`src/rtl/vga_pkg.sv`:
```
// Shared VGA-side definitions: PS/2 arrow scan codes, parser states and
// saturating position helpers used by the box-move controller.
package vga_pkg;

    localparam int H_ACT_DEF = 640;
    localparam int V_ACT_DEF = 480;

    localparam logic [7:0] SC_E0    = 8'hE0;
    localparam logic [7:0] SC_F0    = 8'hF0;
    localparam logic [7:0] SC_UP    = 8'h75;
    localparam logic [7:0] SC_DOWN  = 8'h72;
    localparam logic [7:0] SC_LEFT  = 8'h6B;
    localparam logic [7:0] SC_RIGHT = 8'h74;

    localparam logic [1:0] K_UP    = 2'd0;
    localparam logic [1:0] K_DOWN  = 2'd1;
    localparam logic [1:0] K_LEFT  = 2'd2;
    localparam logic [1:0] K_RIGHT = 2'd3;

    typedef enum logic [1:0] {
        PS_IDLE,
        PS_EXT,
        PS_BRK,
        PS_EXT_BRK
    } ps2_state_t;

    // {valid, key index}; valid is 0 for anything that is not an arrow
    function automatic logic [2:0] arrow_decode(input logic [7:0] code);
        case (code)
            SC_UP:    return {1'b1, K_UP};
            SC_DOWN:  return {1'b1, K_DOWN};
            SC_LEFT:  return {1'b1, K_LEFT};
            SC_RIGHT: return {1'b1, K_RIGHT};
            default:  return 3'b000;
        endcase
    endfunction

    function automatic logic [9:0] sat_dec(input logic [9:0] v, input logic [9:0] step);
        return (v < step) ? 10'd0 : v - step;
    endfunction

    // the sum is formed in 11 bits so a step near the top never wraps
    function automatic logic [9:0] sat_inc(input logic [9:0] v, input logic [9:0] step,
                                          input logic [9:0] max);
        logic [10:0] sum;
        sum = {1'b0, v} + {1'b0, step};
        return (sum > {1'b0, max}) ? max : sum[9:0];
    endfunction

endpackage

```
`src/rtl/ps2_arrow_decoder.sv`:
```
// PS/2 byte-stream parser: turns E0/F0-prefixed arrow codes into make/break
// strobes with a 2-bit key index, valid in the same cycle as key_en.
module ps2_arrow_decoder
    import vga_pkg::*;
(
    input  logic       clk,
    input  logic       rst_n,
    input  logic [7:0] key_in,
    input  logic       key_en,
    output logic       make_stb,
    output logic       brk_stb,
    output logic [1:0] key_idx
);

    ps2_state_t state_reg, state_next;
    logic [2:0] hit;

    assign hit     = arrow_decode(key_in);
    assign key_idx = hit[1:0];

    // strobes are decoded from the byte in hand so held/pend update on the
    // same edge that consumes the byte
    always_comb begin
        state_next = state_reg;
        make_stb   = 1'b0;
        brk_stb    = 1'b0;
        if (key_en) begin
            case (state_reg)
                PS_IDLE: begin
                    if (key_in == SC_E0)      state_next = PS_EXT;
                    else if (key_in == SC_F0) state_next = PS_BRK;
                    else                      make_stb   = hit[2];
                end
                PS_EXT: begin
                    if (key_in == SC_F0) begin
                        state_next = PS_EXT_BRK;
                    end else begin
                        state_next = PS_IDLE;
                        make_stb   = hit[2];
                    end
                end
                PS_BRK, PS_EXT_BRK: begin
                    state_next = PS_IDLE;
                    brk_stb    = hit[2];
                end
                default: state_next = PS_IDLE;
            endcase
        end
    end

    always_ff @(posedge clk or negedge rst_n) begin
        if (!rst_n) state_reg <= PS_IDLE;
        else        state_reg <= state_next;
    end

endmodule

```
`src/rtl/key_move_ctrl.sv`:
```
// Arrow-key box mover: tracks held/pending keys, auto-repeats, and moves a
// clamped box position once per frame on the vsync falling edge.
module key_move_ctrl
    import vga_pkg::*;
#(
    parameter int STEP          = 10,
    parameter int BOX_W         = 64,
    parameter int BOX_H         = 48,
    parameter int H_ACT         = H_ACT_DEF,
    parameter int V_ACT         = V_ACT_DEF,
    parameter int X_INIT        = 320,
    parameter int Y_INIT        = 240,
    parameter int REPEAT_FRAMES = 6
) (
    input  logic       iVGA_CLK,
    input  logic       iRST_n,
    input  logic [7:0] key_in,
    input  logic       key_en,
    input  logic       iVS,
    output logic [9:0] oX,
    output logic [9:0] oY,
    output logic       oMoved
);

    localparam int         REP_W    = (REPEAT_FRAMES > 1) ? $clog2(REPEAT_FRAMES) : 1;
    localparam logic [REP_W-1:0] REP_LAST = REP_W'(REPEAT_FRAMES - 1);
    localparam logic [9:0] STEP_V   = 10'(STEP);
    localparam logic [9:0] MAX_X    = 10'(H_ACT - BOX_W - 1);
    localparam logic [9:0] MAX_Y    = 10'(V_ACT - BOX_H - 1);

    logic             make_stb, brk_stb;
    logic [1:0]       key_idx;
    logic             vs_d_reg, tick_reg;
    logic [3:0]       held_reg, held_next, pend_reg, pend_next, req, press;
    logic [REP_W-1:0] rep_reg, rep_next;
    logic             rep_wrap;
    logic [9:0]       x_reg, y_reg, x_next, y_next;
    logic             moved_reg;

    ps2_arrow_decoder u_dec (
        .clk      (iVGA_CLK),
        .rst_n    (iRST_n),
        .key_in   (key_in),
        .key_en   (key_en),
        .make_stb (make_stb),
        .brk_stb  (brk_stb),
        .key_idx  (key_idx)
    );

    assign rep_wrap = (rep_reg == REP_LAST);

    genvar gi;
    generate
        for (gi = 0; gi < 4; gi++) begin : g_key
            logic sel;
            assign sel           = (key_idx == 2'(gi));
            assign req[gi]       = pend_reg[gi] | (held_reg[gi] & rep_wrap);
            assign press[gi]     = make_stb & sel & ~held_reg[gi];
            assign held_next[gi] = (make_stb & sel) ? 1'b1 :
                                   (brk_stb & sel)  ? 1'b0 : held_reg[gi];
            // a press landing on the tick edge survives the clear
            assign pend_next[gi] = press[gi] | (pend_reg[gi] & ~tick_reg);
        end
    endgenerate

    // a frame that consumes a fresh press restarts the repeat period, so the
    // first auto-repeat comes a full REPEAT_FRAMES after the initial step
    always_comb begin
        rep_next = rep_reg;
        if ((|press) || (held_next == 4'b0000))
            rep_next = '0;
        else if (tick_reg)
            rep_next = ((|pend_reg) || rep_wrap) ? '0 : REP_W'(rep_reg + 1'b1);
    end

    always_comb begin
        x_next = x_reg;
        y_next = y_reg;
        if (tick_reg) begin
            if (req[K_LEFT] & ~req[K_RIGHT]) x_next = sat_dec(x_reg, STEP_V);
            if (req[K_RIGHT] & ~req[K_LEFT]) x_next = sat_inc(x_reg, STEP_V, MAX_X);
            if (req[K_UP] & ~req[K_DOWN])    y_next = sat_dec(y_reg, STEP_V);
            if (req[K_DOWN] & ~req[K_UP])    y_next = sat_inc(y_reg, STEP_V, MAX_Y);
        end
    end

    always_ff @(posedge iVGA_CLK or negedge iRST_n) begin
        if (!iRST_n) begin
            vs_d_reg  <= 1'b1;
            tick_reg  <= 1'b0;
            held_reg  <= '0;
            pend_reg  <= '0;
            rep_reg   <= '0;
            x_reg     <= 10'(X_INIT);
            y_reg     <= 10'(Y_INIT);
            moved_reg <= 1'b0;
        end else begin
            vs_d_reg  <= iVS;
            tick_reg  <= vs_d_reg & ~iVS;
            held_reg  <= held_next;
            pend_reg  <= pend_next;
            rep_reg   <= rep_next;
            x_reg     <= x_next;
            y_reg     <= y_next;
            moved_reg <= (x_next != x_reg) || (y_next != y_reg);
        end
    end

    assign oX     = x_reg;
    assign oY     = y_reg;
    assign oMoved = moved_reg;

endmodule

```
`config.mk`:
```
export PLATFORM = sky130hd
export DESIGN_NAME = key_move_ctrl
export DESIGN_NICKNAME = d
export VERILOG_FILES = /design/src/rtl/vga_pkg.sv /design/src/rtl/ps2_arrow_decoder.sv /design/src/rtl/key_move_ctrl.sv
export SDC_FILE = /design/constraint.sdc
export NUM_CORES = 1
export LEC_CHECK = 0
export ABC_AREA = 1
export BUFFER_PORTS_ARGS = -buffer_cell sky130_fd_sc_hd__buf_2
export CORE_ASPECT_RATIO = 1.75
export CORE_MARGIN = 1.5
export CORE_UTILIZATION = 60
export CTS_BUF_LIST = sky130_fd_sc_hd__clkbuf_4 sky130_fd_sc_hd__clkbuf_8
export DETAILED_ROUTE_END_ITERATION = 6
export GPL_TIMING_DRIVEN = 0
export HOLD_SLACK_MARGIN = 0.08
export PLACE_DENSITY = 0.81
export SYNTH_ARGS = -nofsm -noshare
export SYNTH_HDL_FRONTEND = slang
export SYNTH_SLANG_ARGS = --single-unit
```
`constraint.sdc`:
```
create_clock -name iVGA_CLK -period 3.2 [get_ports iVGA_CLK]
set_input_delay 0.32 -clock iVGA_CLK [delete_from_list [all_inputs] [get_ports iVGA_CLK]]
set_output_delay 0.32 -clock iVGA_CLK [all_outputs]
set_load 0.01 [all_outputs]
```
==> impl_metrics.json <==
{
  "status": "completed",
  "seq_area_frac_synth_pct": 26.6,
  "grt_pass1_wl_um": 15500,
  "diodes": 0,
  "grt_overflow": 0,
  "place_congestion": 0.990,
  "cts_buffer_depth": 2,
  "drtPass1Iterations": 5,
  "cts_resized": 0,
  "p_int_w": 0.00114,
  "slew_viol_final": 0,
  "ir_drop_mv": 0.433,
  "crit_start": "oX[1]",
  "cpMostUsedCell": "nand2_1",
  "netlist_area_um2": 3420,
  "tightest_slew_ps": 851,
  "r2r_cells": 16,
  "grt_pass1_vias": 3521,
  "hold_slack_ps": 121,
  "core_um2": 5540,
  "grt_antenna_before_repair": 0,
  "synth-compound-area-share_pct": 9.03,
  "start_util_pct": 61.8,
  "yosysTopAreaCell": "dfrtp_1",
  "hold_viol_final": 0,
  "synth_xor_area_share_pct": 1.54,
  "critPathMaxStageDelay_ps": 540,
  "power_switching_w": 0.00112,
  "cp-start-kind": "flip-flop",
  "drt-total-wl_um": 9860,
  "synth-seq-cells": 36,
  "leakage_nw": 1.99,
  "cts_hold_buf": 0,
  "yosys.area_share.simple_pct": 48.0,
  "die_height_um": 103,
  "wl_per_cell_um": 14.3,
  "critPathBufInv": 1,
  "numCtsBuffers": 5,
  "comb_power_share_pct": 54.3,
  "path_clk_slew_ps": 80,
  "crit_required_ps": 3380,
  "cp_slowest_cell": "dfrtp_1",
  "cp-endpoint": "oMoved",
  "tns_ps": 0,
  "p_seq_share_pct": 29.8,
  "muxShareOfSynthArea_pct": 0,
  "min_path_type": "in -> async",
  "drv_cap": 0,
  "ys_types": 39,
  "worstReg2RegEnd": "oMoved",
  "fin_skew_ps": 7.58,
  "io_pins": 33,
  "route.vias.total": 3804,
  "synthAdderAreaFrac_pct": 2.93,
  "rsz0062_at_grt": "false",
  "tritoncts": "built",
  "worstSkewPairLatency_ps": 300,
  "ys_top_cells_by_area": "dfrtp_1, nand2_1, nand3_1",
  "post_synth_most_frequent_cells": "nand2_1, nor2_1, inv_1",
  "synth-warning-count": 0,
  "worstSetupPathType": "reg -> reg",
  "max-slew-margin-rel_pct": 43.3,
  "die_x_um": 60.1,
  "drive_gt1_share_pct": 15.1,
  "post-route-min-period_ps": 2610,
  "synth_flop_cell": "dfrtp_1",
  "grt_max_degree": 37,
  "synth_area_per_cell_um2": 5.99,
  "fmax_mhz": 384,
  "synth_most_common_cell": "nand2_1",
  "syn2layout_area_growth_pct": 10.3,
  "worstPathArrival_ps": 2790,
  "post-route-drc-count": 0,
  "setup_viol": 0,
  "regToRegStartpoint": "oX[1]",
  "viasPerCell": 5.54,
  "power_density_nw_per_um2": 599,
  "synth-edff-count": 0,
  "clockPowerShare_pct": 15.9,
  "final_nets": 630,
  "endpoint_kind": "flip-flop",
  "synth_top_area_share_pct": 21.2,
  "first_iter_violations": 197,
  "reg2reg_slack_ps": 590,
  "path_max_fanout": 9,
  "synth_top_family_by_area": "simple AND/OR/NAND/NOR gates",
  "cts_sinks": 36,
  "hpwl_um": 7700,
  "rows": 36,
  "cts_setup_buffers": 0,
  "track_usage_pct": 33.6,
  "syn_inst": 571,
  "timing.final.crit_share_pct": 81.4,
  "cts-root-buf": "clkbuf_8",
  "async_reset_ff_share_pct": 100,
  "portBuffers": 32,
  "syn_nets": 591,
  "cp.depth": 16,
  "switching_share_pct": 49.4,
  "antenna_left": 0,
  "cp_cell_sequence": "inv_1, ha_1, a21oi_1, nand2_1, nor2_1, nand2_1, nand2_1, nand2_2, nand3_1, nand2_1, nand2_1, nand2_1, nor2_1, nand2_1, nor2_1, nand3_1",
  "crit_family": "simple AND/OR/NAND/NOR gates",
  "ctsHtreeMaxLevel": 2,
  "dieArea_um2": 6180
}
[through the flow]
step           util [%]  cells  power, W  instance area [um^2]  setup WS, ps
5_1_grt            68.1    687   0.00245                  3770           387
3_3_place_gp       66.4    679   0.00186                  3680           620
2_1_floorplan         -    571   0.00155                  3420          1130
4_1_cts            68.1    687   0.00225                  3770           622
3_5_place_dp       66.4    679   0.00189                  3680           636
6_report           68.1    687   0.00226                  3770           595
[cells by family after synthesis]
family,Yosys count
adders and majority gates,8
buffers and inverters,96
AOI/OAI and AO/OA,52
and+or+nand+nor,373
DFF,36
xor gates and xnor gates,6
[area by class of cell]
cell class | count | area (um^2)
Tap cell | 76 | 95.1
Inverter | 85 | 320
Clock inverter | 1 | 7.51
Clock buffer | 7 | 90.1
Timing Repair Buffer | 32 | 160
Buffer | 11 | 88.8
Sequential cell | 36 | 910
Fill cell | 574 | 1770
Multi-Input combinational cell | 439 | 2100
[worst min-delay path by stage]
stage               slack [ps]          end
floorplan                   20  held_reg[0]
global placement           440        oX[4]
detailed placement         440     vs_d_reg
CTS                        130     vs_d_reg
global route               120     vs_d_reg
finish                     120        oX[4]
[layout by cell type (no fill, tap or decap), drive strengths merged, types with 11 or more instances in the layout]
cell type    n
nor2        95
nand4       15
inv         84
nand3       72
o21ai       21
clkbuf      11
a21oi       16
nand2      183
buf         39
dfrtp       29
[layer usage]
| layer | vias to the layer above | global-route usage (%) | share of wire (%) |
|---|---|---|---|
| met5 | - | 0 | 0 |
| met4 | 0 | 20.2 | 5.6 |
| met3 | 44 | 4.77 | 4.0 |
| met2 | 134 | 62.5 | 54 |
| met1 | 1737 | 33.5 | 36 |
| li1 | 1889 | - | - |
[power by group through the flow]
stage	logic, W	registers [W]	clock network [W]
floorplan	0.000868	0.000683	0
global placement	0.00118	0.000677	0
detailed placement	0.00121	0.000680	0
CTS	0.00121	0.000673	0.000366
global route	0.00137	0.000690	0.000384
finish	0.00123	0.000675	0.000360
No activity file was read; power rests on OpenSTA's default activity.
